<file path="src/rtl/pc_fetch_stage.sv">
// Instruction-fetch stage: owns the PC, issues one-at-a-time imem requests and fills IF/ID.
// Redirects (jump over branch) flush IF/ID and discard any response still in flight.
module pc_fetch_stage #(
  parameter int unsigned       DATA_W   = 32,
  parameter logic [DATA_W-1:0] RESET_PC = '0
) (
  input  logic              clk,
  input  logic              arst_n,
  input  logic              stall_if,
  input  logic              branch_taken,
  input  logic              jump,
  input  logic [DATA_W-1:0] branch_pc,
  input  logic [DATA_W-1:0] jump_pc,
  output logic              imem_req,
  output logic [DATA_W-1:0] imem_addr,
  input  logic              imem_rvalid,
  input  logic [DATA_W-1:0] imem_rdata,
  output logic              if_id_valid,
  output logic [DATA_W-1:0] if_id_instr,
  output logic [DATA_W-1:0] updated_pc
);

  localparam logic [2:0] StBoot = 3'd0;
  localparam logic [2:0] StReq  = 3'd1;
  localparam logic [2:0] StWait = 3'd2;
  localparam logic [2:0] StHold = 3'd3;
  localparam logic [2:0] StKill = 3'd4;

  logic [2:0]        state_q, state_d;
  logic [DATA_W-1:0] pc_q, pc_d;
  logic [DATA_W-1:0] skid_q, skid_d;
  logic              req_q, req_d;
  logic [DATA_W-1:0] addr_q, addr_d;
  logic              valid_q, valid_d;
  logic [DATA_W-1:0] instr_q, instr_d;
  logic [DATA_W-1:0] upc_q, upc_d;

  logic              redirect;
  logic [DATA_W-1:0] target;
  logic [DATA_W-1:0] pc_inc;
  logic              deliver;
  logic [DATA_W-1:0] deliver_word;

  assign redirect = jump | branch_taken;
  assign target   = jump ? jump_pc : branch_pc;
  assign pc_inc   = pc_q + DATA_W'(4);

  always_comb begin
    state_d      = state_q;
    pc_d         = pc_q;
    skid_d       = skid_q;
    valid_d      = valid_q;
    instr_d      = instr_q;
    upc_d        = upc_q;
    deliver      = 1'b0;
    deliver_word = '0;

    // imem_rvalid outside WAIT/KILL is a protocol error and is ignored.
    case (state_q)
      StBoot: state_d = StReq;
      StReq:  state_d = redirect ? StKill : StWait;
      StWait: begin
        if (redirect) begin
          state_d = imem_rvalid ? StReq : StKill;
        end else if (imem_rvalid) begin
          if (stall_if) begin
            skid_d  = imem_rdata;
            state_d = StHold;
          end else begin
            deliver      = 1'b1;
            deliver_word = imem_rdata;
            state_d      = StReq;
          end
        end
      end
      StHold: begin
        if (redirect) begin
          skid_d  = '0;
          state_d = StReq;
        end else if (!stall_if) begin
          deliver      = 1'b1;
          deliver_word = skid_q;
          state_d      = StReq;
        end
      end
      StKill: begin
        if (imem_rvalid) state_d = StReq;
      end
      default: state_d = StBoot;
    endcase

    if (deliver) begin
      instr_d = deliver_word;
      upc_d   = pc_inc;
      pc_d    = pc_inc;
      valid_d = 1'b1;
    end

    // Redirect wins over stall and over any delivery in the same cycle.
    if (redirect) begin
      pc_d    = target;
      valid_d = 1'b0;
    end
  end

  assign req_d  = (state_d == StReq);
  assign addr_d = req_d ? pc_d : addr_q;

  always_ff @(posedge clk or negedge arst_n) begin
    if (!arst_n) begin
      state_q <= StBoot;
      pc_q    <= RESET_PC;
      skid_q  <= '0;
      req_q   <= 1'b0;
      addr_q  <= '0;
      valid_q <= 1'b0;
      instr_q <= '0;
      upc_q   <= '0;
    end else begin
      state_q <= state_d;
      pc_q    <= pc_d;
      skid_q  <= skid_d;
      req_q   <= req_d;
      addr_q  <= addr_d;
      valid_q <= valid_d;
      instr_q <= instr_d;
      upc_q   <= upc_d;
    end
  end

  assign imem_req    = req_q;
  assign imem_addr   = addr_q;
  assign if_id_valid = valid_q;
  assign if_id_instr = instr_q;
  assign updated_pc  = upc_q;

endmodule

</file>
<file path="config.mk">
export PLATFORM = sky130hd
export DESIGN_NAME = pc_fetch_stage
export DESIGN_NICKNAME = d
export VERILOG_FILES = /design/src/rtl/pc_fetch_stage.sv
export SDC_FILE = /design/constraint.sdc
export NUM_CORES = 1
export LEC_CHECK = 0
export CORE_AREA = 2 2 149 136
export CTS_CLUSTER_DIAMETER = 30
export DETAILED_ROUTE_END_ITERATION = 10
export DIE_AREA = 0 0 151 138
export PLACE_DENSITY = 0.68
export RECOVER_POWER = 25
export SLEW_MARGIN = 5
export SYNTH_ARGS = -nofsm -noshare
export SYNTH_HDL_FRONTEND = slang
export SYNTH_SLANG_ARGS = --single-unit
</file>
<file path="constraint.sdc">
create_clock -name clk -period 2.7 [get_ports clk]
set_input_delay 0.54 -clock clk [delete_from_list [all_inputs] [get_ports clk]]
set_output_delay 0.54 -clock clk [all_outputs]
set_load 0.05 [all_outputs]
</file>
; ---- After elaboration in Yosys (flattened, before gate mapping)
; Index checks and enable logic that the tools add are counted.
[classes]
addsub = 1
mul = 0
div = 0
order_cmp = 0
eq_ne = 9
shift = 0
n_mux = 30
bitwise_logic = 1
reduce_logical = 4
[op_table]
columns = operator, n
row1 = 32-bit 2-to-1 mux, 12
row2 = 32-bit one-hot mux with 2 select lines, 2
row3 = 32-bit by 3-bit adder with 32-bit output (second input constant), 1
row4 = 3-bit 2-to-1 mux, 7
row5 = 3-bit one-hot mux with 5 select lines, 1
row6 = 2-bit inequality test (second input constant), 4
row7 = 3-bit by 1-bit equality test with 1-bit output (second input constant), 2
row8 = 3-bit by 2-bit equality test with 1-bit output (second input constant), 2
row9 = 1-bit 2-to-1 mux, 6
row10 = 5-bit AND reduction, 1
row11 = 2-bit nonzero test, 2
row12 = 3-bit equality test (second input constant), 1
row13 = 3-bit zero test, 1
row14 = 2-bit 2-to-1 mux, 1
row15 = 1-bit one-hot mux with 2 select lines, 1
row16 = 1-bit bitwise OR, 1
[word_totals]
ff_bits = 165
latchBits = 0
mem_bits_rw = 0
romBits = 0
input_bits = 102
wordCells = 53
memories = 0

; ---- Longest topological paths before layout
[depth]
word_depth = 6
mapped_depth = 9
mapped_depth_nobuf = 6

; ---- Least setup slack after synthesis
; OpenSTA, ideal clock, no wires.
[synth_path]
path_kind = input to register
start = input branch_taken
end = register addr_q[29], in the netlist imem_addr[29]
setup_time_ps = 94
arrival_time_ps = 2186
t_required_ps = 2606
path_slack_ps = 421
stages = 7
path_buffers = 2
cell_sequence = buf_2 > or2_1 > buf_2 > nor3_4 > or4b_1 > xor2_1 > a221oi_2
[synth_via]
elab_chain_len = 5
[synth_lines]
columns = element, line
row1 = from (decl), 10  ; input logic branch_taken,
row2 = 1-bit bitwise OR (*), 44  ; assign redirect = jump | branch_taken;
row3 = "1-bit 2-to-1 mux, on equally long branches", "77, 63"
row4 = 1-bit one-hot mux with 2 select lines, 59  ; case (state_q)
row5 = 32-bit 2-to-1 mux, 92  ; if (deliver) begin
row6 = 32-bit 2-to-1 mux, 100  ; if (redirect) begin
row7 = to (signal assigned), 124  ; addr_q <= addr_d;
row8 = to (decl), 33  ; logic [DATA_W-1:0] addr_q, addr_d;
; Every way passes the cells marked *; elsewhere a longest branch is shown, timed or not.
; A chain may end at the register's enable or synchronous reset.

; ---- Worst setup path after layout
[layout_path]
start = register pc_q[4]
end = register addr_q[15], in the netlist imem_addr[15]
[layout_via]
elab_chain_len = 3
[layout_lines]
columns = element, line
row1 = from (decl), 30  ; logic [DATA_W-1:0] pc_q, pc_d;
row2 = from (signal assigned), 121  ; pc_q <= pc_d;
row3 = 32-bit by 3-bit adder with 32-bit output, 46  ; assign pc_inc = pc_q + DATA_W'(4);
row4 = 32-bit 2-to-1 mux, 92
row5 = 32-bit 2-to-1 mux, 100
; Every way passes these cells.

==> reports/qor.txt <==
run status = complete, no violations
final hold vios = 0
DR iter-0 viols = 678
critical-path maximum fanout = 7
routability cong. = 0.840
flops & latches, synth = 165
unrepaired setup endpoints after global routing = false
total global-route track usage = 22.4%
register area share after synthesis = 53.1%
largest net degree at the start of global routing = 70
Top delay family on crit path = simple AND/OR/NAND/NOR gates
Worst Clk Skew = 0.0105 ns
Post-Syn Instances = 785
CTS resizes = 0
CTS tree = yes
critical path arrival = 2.66 ns
crit path kind = reg2reg
routed vias = 6750
CTS max path bufs = 2
Seq pwr share = 34.2%
synth unique cells = 60
CP peak stage delay = 0.60 ns
syn_area_per_cell = 9.90 um^2
DR DRC count = 0
fin nets = 1086
first-pass GRT wire length = 36.3 mm
global route hottest layer = met2
Final ANT Viol Nets = 0
post-CTS setup buffers = 0
synth warn = 0
vias in the first global route = 6659
met1 global-route usage = 32.3%
Avg WL per Cell = 18.3 um
layout cells sized above 1 = 10.6%
Max Slew Vio Count = 0
HP Class = in2async
Post-Syn Nets = 888
Final min period = 2.36 ns
clock sink count = 165
Die Area = 0.0208 mm^2
pre-CTS setup slack = 0.0859 ns
Max H-tree Level = 4
row cnt = 49
switching pwr = 5.06 mW
startpoint type of the worst setup path = flop
clock power share = 20.5%
GRT overflow = 0
DRT Wirelength = 22.9 mm
CTS root buf = clkbuf_16
Max Cap Viol = 0
Post-synth EDFFs = 0
Max Fclk = 424 MHz
Tcrit/Tclk final = 87.4%
drt first pass iters = 6
Die Ht = 138 um
Die Wd = 151 um
dpl cell area = 0.0102 mm^2
setup TNS = 0 ns
clk_lat worst skew = 0.43 ns
initial antenna violation count = 1
synth-to-layout area growth = 38.3%
Cell Pwr Density = 1080 mW/mm^2
Critical Path RT = 3.00 ns
Slew headroom = 16.4%
Comb power frac = 45.3%
io pins = 200
Sw Ratio = 43.4%
met3 usage = 5.08%
# setup viols final = 0
total CTS buffers = 17
count of input and output buffers = 199
leakage power = 4.67 nW
GRT met2 Usage = 33.9%
most frequent CP cell = o31ai_1
cell internal pwr = 6.60 mW
Initial Util = 39.9%
Hold-fix buffers, CTS = 0
Buffers & Inverters on Critical Path = 0
CP Capture Type = flop
core area = 0.0195 mm^2
Slew @ Worst Pin = 1.25 ns
VDD IR max = 0.528 mV
Worst-path clk slew = 0.07 ns
crit path cell chain = nand3_1 -> or4_1 -> o31ai_1 -> nor3b_1 -> o31ai_1
Final HPWL DP = 15.9 mm
final instance area = 0.0108 mm^2
vias per cell = 5.39
setup ws final = 0.340 ns
Primary FF master, synth = dfrtp_1
post-synthesis cell area = 0.00777 mm^2
Synth async-reset ratio = 100%
Critical-path top delay cell = or4_1
==> power by group through the flow <==
| stage | Combinational (mW) | Clock (mW) | Sequential [mW] |
|---|---|---|---|
| after global routing | 5.60 | 2.53 | 4.10 |
| after floorplan | 1.37 | 0 | 5.99 |
| final | 5.28 | 2.39 | 3.99 |
| after global placement | 5.24 | 0 | 4.00 |
| after CTS | 5.33 | 2.42 | 3.98 |
| after detailed placement | 5.32 | 0 | 4.01 |
==> cells in the final DEF, fill, tap and decap left out, types with 3 or more instances in the layout <==
cell type        netlist  layout
nand3_1               17      16
clkbuf_16              0      17
clkdlybuf4s50_1        0     198
nor2_1                44      43
buf_12                 0       6
and4_1                 5       5
nor4_2                 6       7
and3_1                 7       7
nand2b_1               7       7
nor3_1                16      15
inv_1                 36      36
a21oi_1               24      24
nand4_1               11      11
dfrtp_1              165     165
clkinv_2               0       3
xnor2_1               33      33
a31oi_1                3       3
nor4_1                 7       6
clkbuf_8               0       4
mux2i_1                4       4
o21ai_1                7       7
nand2_1              135     135
xor2_1                16      16
a222oi_1              32      32
o31ai_1                6       6
nor2b_1                3       3
a221oi_2               5       5
a211oi_1               3       3
o22ai_1               26      26
a221oi_1               9       9
buf_4                  1      29
o21ai_0               60      60
mux2_2                 8       8
==> cells by family (layout without fill, tap and decap cells) <==
kind of cell / after synthesis / in the layout / synth area share (%)
multiplexers: 12 / 12 / 1.67
adder cells (fa/ha/maj): 1 / 1 / 0.161
buffers and inverters: 95 / 306 / 5.60
other: 0 / 1 / 0
flip-flops: 165 / 165 / 53.1
AO/OA/AOI/OAI: 186 / 186 / 16.4
AND/OR/NAND/NOR: 277 / 277 / 17.5
XOR/XNOR: 49 / 49 / 5.52
==> routing by layer <==
layer,vias to the layer above,routed length (um)
met2,246,10500
li1,3199,-
met5,-,0
met4,0,418
met3,25,1590
met1,3280,10400
==> final cells by class <==
| class | instances | area (um^2) |
|---|---|---|
| repair buffers | 236 | 2340 |
| inverters | 38 | 150 |
| multi-input cells | 525 | 3240 |
| fillers | 1769 | 8740 |
| clock inverters | 10 | 95.1 |
| well taps | 255 | 319 |
| clock buffers | 22 | 484 |
| diodes | 1 | 2.50 |
| flip-flops and latches | 165 | 4130 |
==> worst paths after layout <==
check | start | end | slack [ns] | depth (start not counted)
setup / recovery | pc_q[4] | imem_addr[15] | 0.34 | 5
hold / removal | arst_n | if_id_instr[9] | 0.38 | 1
setup reg to reg | pc_q[4] | imem_addr[15] | 0.34 | 5
hold reg to reg | pc_q[0] | updated_pc[0] | 0.47 | 2
max in group asynchronous | arst_n | pc_q[25] | 0.64 | 2
min in group clk | pc_q[0] | updated_pc[0] | 0.47 | 2
==> cells in the mapped netlist (all sizes together) (2+ instances only) <==
library cell / instances / area [um^2]
dfrtp: 165 / 4130
nand2: 135 / 507
o21ai: 67 / 335
nor2: 45 / 176
clkbuf: 40 / 150
inv: 37 / 146
xnor2: 33 / 289
a222oi: 32 / 320
o22ai: 26 / 163
a21oi: 24 / 120
nor3: 18 / 113
buf: 17 / 135
nand3: 17 / 85.1
xor2: 16 / 140
a221oi: 14 / 154
nand4: 14 / 115
nor4: 13 / 119
mux2: 8 / 90.1
nand2b: 8 / 52.6
and3: 7 / 43.8
o31ai: 6 / 45.0
and4: 5 / 43.8
mux2i: 4 / 40.0
a211oi: 3 / 22.5
a31oi: 3 / 18.8
nor2b: 3 / 18.8
or2: 3 / 18.8
or4: 3 / 27.5
and2: 2 / 12.5
nor3b: 2 / 15.0
o31a: 2 / 17.5
==> state kept, by name, summed over array words and instances, names as in the netlist <==
register / count
updated_pc: 32
pc_q: 32
imem_addr: 32
state_q: 3
if_id_instr: 32
imem_req: 1
if_id_valid: 1
skid_q: 32
==> stage by stage <==
stage / cells / util, % / power (mW) / hold WS (ns)
final: 1252 / 55.1 / 11.7 / 0.376
after global routing: 1252 / 55.1 / 12.2 / 0.494
after CTS: 1251 / 55.2 / 11.7 / 0.0641
after detailed placement: 1219 / 52.3 / 9.33 / 0.453
after global placement: 1219 / 52.3 / 9.25 / 0.458
after floorplan: 785 / - / 7.36 / 0.244
Power figures use the tool's default switching activity.
